`src/rtl/mouse_pos_ctrl.sv`:
```
// Mouse position sequencer: stability filter, screen clamp,
// frame-coherent cursor publish and shot req/ack handshake.
module mouse_pos_ctrl #(
  parameter int STABLE_CYCLES = 4,
  parameter int X_MAX         = 1023,
  parameter int Y_MAX         = 767
) (
  input  logic        clk,
  input  logic        rst_n,
  input  logic [11:0] xpos_bf1,
  input  logic [11:0] ypos_bf1,
  input  logic        left_bf1,
  input  logic        frame_start,
  output logic [11:0] xpos_out,
  output logic [11:0] ypos_out,
  output logic        pos_valid,
  output logic        shot_req,
  output logic [11:0] shot_x,
  output logic [11:0] shot_y,
  input  logic        shot_ack,
  output logic        shot_overrun
);

  localparam int CW = $clog2(STABLE_CYCLES + 1);
  localparam logic [CW-1:0] CNT_SAT  = CW'(STABLE_CYCLES);
  localparam logic [CW-1:0] CNT_LOAD = CW'(STABLE_CYCLES - 1);
  localparam logic [11:0] XM = 12'(X_MAX);
  localparam logic [11:0] YM = 12'(Y_MAX);

  typedef enum logic [1:0] {
    IDLE,
    REQ,
    RELEASE
  } state_t;

  state_t        state;
  logic [23:0]   s;
  logic [CW-1:0] cnt;
  logic [23:0]   cand;
  logic          cand_valid;
  logic          prev;

  logic [23:0] cur;
  logic [11:0] x_c;
  logic [11:0] y_c;
  logic        same;
  logic        rise;

  assign cur  = {xpos_bf1, ypos_bf1};
  assign same = (cur == s);
  assign x_c  = (xpos_bf1 > XM) ? XM : xpos_bf1;
  assign y_c  = (ypos_bf1 > YM) ? YM : ypos_bf1;
  assign rise = left_bf1 & ~prev;

  // cnt counts edges the sample has matched; load on the STABLE_CYCLES-th
  always_ff @(posedge clk or negedge rst_n) begin
    if (!rst_n) begin
      s          <= '0;
      cnt        <= '0;
      cand       <= '0;
      cand_valid <= 1'b0;
    end else begin
      s <= cur;
      if (!same)
        cnt <= '0;
      else if (cnt != CNT_SAT)
        cnt <= cnt + CW'(1);
      if (same && cnt >= CNT_LOAD) begin
        cand       <= {x_c, y_c};
        cand_valid <= 1'b1;
      end
    end
  end

  always_ff @(posedge clk or negedge rst_n) begin
    if (!rst_n) begin
      xpos_out  <= '0;
      ypos_out  <= '0;
      pos_valid <= 1'b0;
    end else if (frame_start && cand_valid) begin
      xpos_out  <= cand[23:12];
      ypos_out  <= cand[11:0];
      pos_valid <= 1'b1;
    end
  end

  always_ff @(posedge clk or negedge rst_n) begin
    if (!rst_n) begin
      state        <= IDLE;
      prev         <= 1'b0;
      shot_req     <= 1'b0;
      shot_x       <= '0;
      shot_y       <= '0;
      shot_overrun <= 1'b0;
    end else begin
      prev <= left_bf1;
      unique case (state)
        IDLE: begin
          if (rise && pos_valid) begin
            shot_x   <= xpos_out;
            shot_y   <= ypos_out;
            shot_req <= 1'b1;
            state    <= REQ;
          end
        end
        REQ: begin
          if (rise)
            shot_overrun <= 1'b1;
          if (shot_ack) begin
            shot_req <= 1'b0;
            state    <= RELEASE;
          end
        end
        RELEASE: begin
          if (!left_bf1)
            state <= IDLE;
        end
        default: state <= IDLE;
      endcase
    end
  end

endmodule
```
`config.mk`:
```
export PLATFORM = sky130hd
export DESIGN_NAME = mouse_pos_ctrl
export DESIGN_NICKNAME = d
export VERILOG_FILES = /design/src/rtl/mouse_pos_ctrl.sv
export SDC_FILE = /design/constraint.sdc
export NUM_CORES = 1
export LEC_CHECK = 0
export BUFFER_PORTS_ARGS = -buffer_cell sky130_fd_sc_hd__buf_2
export CAP_MARGIN = 20
export CORE_MARGIN = 2
export CORE_UTILIZATION = 49
export DETAILED_ROUTE_END_ITERATION = 10
export PLACE_DENSITY = 0.82
export SLEW_MARGIN = 40
export SYNTH_ARGS = -nofsm -noshare
export SYNTH_HDL_FRONTEND = slang
export SYNTH_SLANG_ARGS = --single-unit
```
`constraint.sdc`:
```
create_clock -name clk -period 1.65 [get_ports clk]
set_input_delay 0.33 -clock clk [delete_from_list [all_inputs] [get_ports clk]]
set_output_delay 0.33 -clock clk [all_outputs]
set_load 0.01 [all_outputs]
```
==> results of run 1 <==
==> synth_stat cells (2+ instances only) <==
cell	n
buf_6	2
buf_2	2
dfrtp_1	106
nand4_1	6
nor2b_1	2
o21ai_0	2
nand2b_1	10
a21o_1	3
ha_1	3
nor2_1	5
mux2_4	15
or3_1	10
clkbuf_1	5
a21oi_1	2
mux2_2	53
nand2_1	6
and2_1	4
inv_1	5
xnor2_1	25
==> sequential cells by signal, summed over array words and instances, names as in the netlist <==
signal,cells
s,24
pos_valid,1
cand,24
shot_overrun,1
shot_y,12
shot_x,12
cand_valid,1
xpos_out,12
cnt,3
state,2
shot_req,1
ypos_out,12
prev,1
==> power breakdown <==
| part | internal, W | leakage, nW | total (W) | switching (W) |
|---|---|---|---|---|
| Combinational | 0.000123 | 1.26 | 0.000259 | 0.000136 |
| Clock | 0.00104 | 0.119 | 0.00187 | 0.000830 |
| Sequential | 0.00263 | 1.42 | 0.00264 | 0.0000155 |
| Total | 0.00379 | 2.80 | 0.00477 | 0.000982 |
==> kinds of logic (layout without fill, tap and decap cells) <==
logic type / after synthesis / in the layout / synth area share, %
AO/OA/AOI/OAI: 8 / 8 / 1.21
XOR/XNOR: 25 / 25 / 5.29
adder cells (fa/ha/maj): 3 / 3 / 0.906
buffers and inverters: 14 / 127 / 1.69
flip-flops: 106 / 106 / 64.0
multiplexers: 68 / 68 / 19.8
AND/OR/NAND/NOR: 48 / 48 / 7.01
==> metal layers <==
layer | wire length [microns] | share of wire (%)
met1 | 3500 | 45
met2 | 4030 | 51
met3 | 172 | 2.2
met4 | 135 | 1.7
met5 | 0 | 0
==> cell usage in the layout, fill, tap and decap left out, types with 6 or more instances in the layout <==
cell type  count
dfrtp_1      106
nand2b_1      10
buf_4         21
nand4_1        6
mux2_4        15
xnor2_1       22
buf_12         8
buf_2         78
clkbuf_8      10
mux2_2        53
or3_1         10
==> layout make-up <==
type | count | share of cell area [%]
Clock buffer | 10 | 2.63
Clock inverter | 4 | 1.89
Inverter | 5 | 0.359
Multi-Input combinational cell | 152 | 28.1
Sequential cell | 106 | 50.7
Tap cell | 105 | 2.51
Timing Repair Buffer | 108 | 13.7
==> worst max-delay path, delay by kind of cell, from the launching register on <==
kind / cells / cell delay [ns]
xor gates and xnor gates: 1 / 0.21
buffers and inverters: 1 / 0.18
DFF: 1 / 0.40
muxes: 1 / 0.29
and+or+nand+nor: 3 / 0.67
==> metrics by stage <==
step,area [sq um],instances,hold slack (ns)
3_5_place_dp,4930,474,0.298
2_1_floorplan,4150,272,0.0344
6_report,5230,490,0.0909
5_1_grt,5230,490,0.0778
3_3_place_gp,4930,474,0.293
4_1_cts,5220,490,0.0790
==> what timing repair did <==
| item | 4_1_cts | 5_1_grt |
|---|---|---|
| pin swaps | 4 | 1 |
| endpoints found under the hold margin | 27 | 0 |
| setup endpoints to repair | 26 | 28 |
| hold buffers | 1 | 0 |
| gates cloned | 0 | 0 |
| resized for setup | 8 | 2 |
| buffers inserted | 1 | 0 |
==> path summary, 6_finish.rpt <==
check / endpoint
max: cand[14]
min: prev
max reg2reg: cand[14]
min reg2reg: shot_overrun
min in group asynchronous: shot_x[11]
max in group asynchronous: s[0]
==> impl_results.md, run 1 <==
- Outcome: complete, but fails checks
- Failing checks: setup timing
- Max incr delay on CP: 0.40 ns
- Post-DP HPWL: 5730 microns
- Crit path launch type: register
- Largest net degree at the start of global routing: 35
- RePlAce Congestion: 0.778
- Worst-path cell chain: xnor2_2 -> nand4_1 -> nor4_4 -> nand3_4 -> buf_12 -> mux2_4
- TritonCTS Sinks: 106
- CTS max path bufs: 2
- Setup violations, final: 27
- Root Driver: clkbuf_8
- Max_cap viols: 0
- Die height: 95.9 microns
- Final Hold Fails: 0
- Post-layout nets: 414
- Mapped Area: 4140 sq um
- Reg2reg path depth: 6
- Power, Total: 0.00477 W
- Reg-to-Reg Start: s[9]
- Post-route setup TNS: -4.34 ns
- Measured slew at the worst slew-check pin: 0.427 ns
- Top-area cell type share of the netlist area: 64.0%
- FF+latch area: 2650 sq um
- Max VDD drop: 510 uV
- Post-Syn Nets: 304
- Met1 usage: 24.6%
- Core area: 8220 sq um
- Initial Util: 50.4%
- PortBufs: 79
- Fin crit share: 113%
- Synth Register Bits: 106
- Critical path data required time: 1.89 ns
- H-tree depth: 3
- Die Wd: 95.9 microns
- GRT overflow: 0
- Worst-path clk slew: 0.10 ns
- Worst Hold Depth: 1
- Max-slew violation count: 0
- First-pass GRT wire length: 12600 microns
- Dominant synthesized flop cell: dfrtp_1
- Hold crit path type: in2reg
- Initial antenna violation count: 0
- Worst setup startpoint: s[9]
- Crit Path Max Fanout: 10
- Max Freq: 535 MHz
- Slowest cell on crit path: dfrtp_1
- Post-synthesis sequential area ratio: 64.0%
- Routed Antenna Nets: 0
- Final WS setup: -0.219 ns
- CP Capture Type: register
- Hold_sp: left_bf1
- Avg Inst Size Synth: 15.2 sq um
- I/O Pins: 80
- FF-to-FF setup slack: -0.22 ns
- Relative slew margins: 71.5%
- PwrDens: 912 nW/um^2
- Residual DRC: 0
- Total wire length: 7850 microns
- Multi-input logic area: 1470 sq um
- Cell taking the most area after synthesis: dfrtp_1
- Row cnt: 33
- Diode count: 0
- Pre-Repair DR Iteration Count: 4
- Ys Warns: 0
- Vias in the first global route: 2556
- RSZ-0062 raised after global routing: yes
- Fin util: 63.6%
- Period minus WS final: 1.87 ns
- CTS tree: yes
- WL per Instance: 16.0 microns
- Setup Skew: 0.0158 ns
- Cells after Synth: 272
- CTS Buf Count: 9
- Worst path arrival time: 2.11 ns
- Area grow syn2layout: 26.2%
- Synth area leaders: dfrtp_1 64%, mux2_2 14%, mux2_4 5.4%
- Die footprint: 9200 sq um
- 1st-iter DRT viols: 76
- DP Worst Slack: -0.337 ns
- FILL cells: 603
- Vias per cell: 5.00
- Post-synth EDFFs: 0
- Routing usage on met2: 30.2%
- Share of cells above drive strength 1: 52.5%
- Async S/R FF share, synth: 100%
- Count of cell types in the netlist: 25
- GR Util met3: 2.90%
- Skew-Pair Late Insertion Delay: 0.36 ns
- Total number of vias: 2448
- Tot GR Track Use: 18.4%
- Gr busiest metal: met2
- Setup Crit Path Kind: reg2reg
- LEAKAGE: 2.80 nW
Note: power is estimated with default switching activity, not from simulation.
==> run 2, diff against run 1 <==
- CAP_MARGIN: 20 -> unset
- CORE_UTILIZATION: 49 -> 43
- PLACE_DENSITY: 0.82 -> 0.74
==> run 2 against run 1 <==
  * Register-to-register slack better by 0.02 ns
  * Hold slack better by 0.012 ns
  * Critical path type unchanged
  * Cell area shrank 0.96%
  * The run still ends with setup timing left
  * Non-clock buffer count up 1
  * Utilization shrank 7.9 points
  * Count of clock-buffer cells in the layout up 1
  * Sequential share of layout area rose by 0.49 points
  * Die area up 13%
  * Cell count is 5.1% higher
  * Total power down 10%
  * Clock power fell by 27%
  * Maximum frequency up 0.87%
==> impl_results.md, run 2 (synthesis results as in run 1) <==
- Outcome: complete, but fails checks
- Failing checks: setup timing
- DP Worst Slack: -0.272 ns
- CTS tree: yes
- Worst setup startpoint: s[12]
- Post-route setup TNS: -4.07 ns
- WL per Instance: 14.5 microns
- PwrDens: 825 nW/um^2
- Core area: 9280 sq um
- Reg2reg path depth: 6
- Total number of vias: 2400
- TritonCTS Sinks: 106
- DP Area: 4970 sq um
- Hold crit path type: in2reg
- Setup Skew: 0.00810 ns
- Diode count: 0
- GRT overflow: 0
- Most common cell after layout, fill and taps aside: dfrtp_1
- Measured slew at the worst slew-check pin: 0.483 ns
- Routed Antenna Nets: 0
- Most frequent cells in the layout: 106 x dfrtp_1, 78 x buf_2, 53 x mux2_2
- Critical path data required time: 1.89 ns
- WP buf/inv: 1
- Area grow syn2layout: 25.0%
- LEAKAGE: 2.76 nW
- Stages on worst setup path: 6
- Worst-path cell chain: xnor2_2 -> nand4_1 -> nor4_4 -> nand3_4 -> buf_12 -> mux2_4
- Period minus WS final: 1.85 ns
- Max incr delay on CP: 0.40 ns
- Setup violations, final: 25
- Largest net degree at the start of global routing: 36
- Post-DP HPWL: 5630 microns
- Initial antenna violation count: 0
- Worst-path clk slew: 0.09 ns
- I/O Pins: 80
- Reg-to-Reg Start: s[12]
- R2R Path End: cand[12]
- First-pass GRT wire length: 12400 microns
- Final WS setup: -0.203 ns
- Crit path to: cand[12]
- PortBufs: 79
- Setup Crit Path Kind: reg2reg
- Pre-Repair DR Iteration Count: 4
- Crit path launch type: register
- Row cnt: 35
- CTS max path bufs: 2
- Slowest cell on crit path: dfrtp_1
- RePlAce Congestion: 0.826
- Relative slew margins: 67.8%
- FF-to-FF setup slack: -0.20 ns
- Residual DRC: 0
- Die Wd: 102 microns
- 1st-iter DRT viols: 99
- H-tree depth: 3
- Total wire length: 7490 microns
- Tot GR Track Use: 15.8%
- CP Capture Type: register
- Biggest regs: cand (24), s (24)
- CTS Buf Count: 9
- Root Driver: clkbuf_8
- Share of cells above drive strength 1: 51.3%
- Max VDD drop: 477 uV
- Fin crit share: 112%
- Die footprint: 10400 sq um
- Vias per cell: 4.66
- Max_cap viols: 0
- Initial Util: 44.6%
- Crit Path Max Fanout: 10
- Skew-Pair Late Insertion Delay: 0.35 ns
- Max Freq: 540 MHz
- Final Hold Fails: 0
- Top delay family on crit path: simple AND/OR/NAND/NOR gates
- Fin util: 55.8%
- RSZ-0062 raised after global routing: yes
- Post-route cell area: 5180 sq um
- Max-slew violation count: 0
- Post-layout nets: 415
- Worst path arrival time: 2.09 ns
- Die height: 102 microns
- Vias in the first global route: 2493
run 2: power by group:
| part | leakage (nW) | switching (W) | internal, W |
|---|---|---|---|
| clock network | 0.0810 | 0.000800 | 0.000570 |
| logic | 1.26 | 0.000134 | 0.000124 |
| registers | 1.42 | 0.0000153 | 0.00263 |
| total | 2.76 | 0.000949 | 0.00332 |
run 2: cell type report:
cell class	instances	area [sq um]
clock inverters	3	17.5
multi-input cells	152	1460
well taps	129	161
inverters	5	18.8
flip-flops and latches	106	2650
clock buffers	11	141
fillers	759	4110
repair buffers	109	726
run 2: worst min path at each step:
stage,from,end,cells after the start
2_1_floorplan,rst_n,cand[0],0
3_3_place_gp,rst_n,shot_y[2],1
3_5_place_dp,rst_n,shot_y[2],1
4_1_cts,left_bf1,prev,1
5_1_grt,left_bf1,prev,1
6_report,left_bf1,prev,1
run 2: repair_timing:
| action | 4_1_cts | 5_1_grt |
|---|---|---|
| setup buffers | 1 | 0 |
| gates resized for setup | 2 | 4 |
| hold buffers | 1 | 0 |
| hold endpoints to repair | 32 | 0 |
| endpoints found under the setup margin | 24 | 28 |
| pin swaps | 5 | 4 |
run 2: metrics by stage:
step                power (W)  std cells  hold slack [ns]
floorplan             0.00277        272           0.0344
global placement      0.00294        499            0.321
detailed placement    0.00295        499            0.328
CTS                   0.00433        515           0.0870
global route          0.00447        515           0.0800
finish                0.00427        515            0.103
run 2: worst reg2reg max path, delay by kind of cell (launching register included):
family	cells	cell delay, ns
XOR/XNOR	1	0.18
buffers and inverters	1	0.18
AND/OR/NAND/NOR	3	0.70
flip-flops	1	0.40
multiplexers	1	0.30
run 2: metal layers:
layer / wire length, microns / GRT usage [%]
met4: 155 / 6.46
met2: 3830 / 25.0
met3: 218 / 3.69
met5: 0 / 0
met1: 3290 / 21.4
==> run 3, diff against run 2 <==
- CORE_MARGIN: 2 -> unset
- SKIP_CTS_REPAIR_TIMING: unset -> 1
==> run 3 against run 2 <==
  * The run still ends with setup timing left
  * Clock skew rose by 0.0050 ns
  * First-iteration DRC count is 28% lower
  * Largest cell class unchanged
  * Sequential share of layout area grew 0.099 points
  * Highest routed layer unchanged
  * Maximum frequency up 0.65%
  * Non-clock buffer count unchanged
  * Wire length grew 2.5%
  * Via count is 0.83% higher
  * Clock power grew 4%
  * Setup slack improved by 0.012 ns
==> impl_results.md, run 3 (synthesis results as in run 1) <==
- Die Wd: 100 microns
- Most common cell after layout, fill and taps aside: dfrtp_1
- DP Area: 4940 sq um
- Area grow syn2layout: 24.8%
- Root Driver: clkbuf_8
- CP Capture Type: register
- Reg2reg path depth: 6
- Pre-Repair DR Iteration Count: 4
- Share of cells above drive strength 1: 51.8%
- Multi-input logic area: 1460 sq um
- Die height: 100 microns
- Vias per cell: 4.68
- Fin crit share: 112%
- Post-route cell area: 5170 sq um
- Row cnt: 35
- LEAKAGE: 2.75 nW
- First-pass GRT wire length: 12700 microns
- Biggest regs: cand (24), s (24)
- Vias in the first global route: 2574
- Max-slew violation count: 0
- Period minus WS final: 1.84 ns
- CTS tree: yes
- Setup violations, final: 24
- Tot GR Track Use: 16.8%
- Initial Util: 44.6%
- Worst Hold Depth: 1
- Total wire length: 7680 microns
- Relative slew margins: 75.2%
- WL per Instance: 14.9 microns
- Power, Total: 0.00432 W
- Diode count: 0
- Max Freq: 543 MHz
- Crit path launch type: register
- CTS max path bufs: 2
- Hold crit path type: in2reg
- Final Hold Fails: 0
- Crit Path Max Fanout: 8
- Worst path arrival time: 2.10 ns
- FF-to-FF setup slack: -0.19 ns
- Max_cap viols: 0
- Outcome: complete, but fails checks
- Largest net degree at the start of global routing: 36
- PwrDens: 836 nW/um^2
- Total number of vias: 2420
- Crit path to: cand[13]
- FF+latch area: 2650 sq um
- TritonCTS Sinks: 106
- Setup Skew: 0.0131 ns
- Routed Antenna Nets: 0
- Failing checks: setup timing
- RePlAce Congestion: 0.794
- Max VDD drop: 359 uV
- RSZ-0062 raised after global routing: yes
- Residual DRC: 0
- Initial antenna violation count: 0
- H-tree depth: 3
- Final WS setup: -0.191 ns
- GRT overflow: 0
- Post-layout nets: 415
- Measured slew at the worst slew-check pin: 0.372 ns
- Hold_sp: left_bf1
- Skew-Pair Late Insertion Delay: 0.37 ns
- Worst-path clk slew: 0.10 ns
- Core area: 9280 sq um
- PortBufs: 79
- Worst setup startpoint: s[20]
- Reg-to-Reg Start: s[20]
- Critical path data required time: 1.90 ns
- I/O Pins: 80
- Die footprint: 10000 sq um
- Setup Crit Path Kind: reg2reg
- Post-DP HPWL: 5730 microns
- FILL cells: 815
- 1st-iter DRT viols: 71
- CTS Buf Count: 9
- Most frequent cells in the layout: 106 x dfrtp_1, 78 x buf_2, 53 x mux2_2
- R2R Path End: cand[13]
==> run 3: metal layers <==
metal  track usage [%]  vias up  routed length, microns
li1                  -     1147                       -
met1              21.8     1214                    3420
met2              27.5       45                    3900
met3              2.58       14                     201
met4              8.25        0                     161
met5                 0        -                       0
==> run 3: report_power, final <==
part	switching (W)	internal, W	total, W
Clock	0.000873	0.000549	0.00142
Sequential	0.0000158	0.00263	0.00264
Combinational	0.000135	0.000118	0.000253
==> run 3: final cells by class <==
| cell class | instances | share of cell area [%] |
|---|---|---|
| Sequential cell | 106 | 51.3 |
| Multi-Input combinational cell | 152 | 28.3 |
| Timing Repair Buffer | 109 | 13.6 |
| Tap cell | 129 | 3.12 |
| Clock buffer | 10 | 2.47 |
| Clock inverter | 6 | 0.799 |
| Inverter | 5 | 0.363 |
==> run 3: through the flow <==
step / setup TNS [ns] / setup slack (ns) / hold slack [ns] / std cells / utilization [%]
after floorplan: -1.20 / -0.0841 / 0.0344 / 272 / -
after global placement: -5.29 / -0.261 / 0.276 / 500 / 53.2
after detailed placement: -9.82 / -0.435 / 0.277 / 500 / 53.2
after CTS: -7.43 / -0.354 / -0.136 / 516 / 55.0
after global routing: -5.98 / -0.287 / 0.0842 / 517 / 55.7
final: -3.57 / -0.191 / 0.0923 / 517 / 55.7
==> run 3: worst min path at each step <==
| stage | to | slack (ns) |
|---|---|---|
| floorplan | cand[0] | 0.03 |
| global placement | shot_x[8] | 0.28 |
| detailed placement | shot_x[8] | 0.28 |
| CTS | shot_x[8] | -0.14 |
| global route | prev | 0.08 |
| finish | prev | 0.09 |
==> run 3: critical path: stages (launching register included) <==
cell	delay, ns
dfrtp_1	0.41
xnor2_2	0.14
nand4_1	0.18
nor4_4	0.38
nand3_4	0.14
buf_8	0.17
mux2_4	0.29
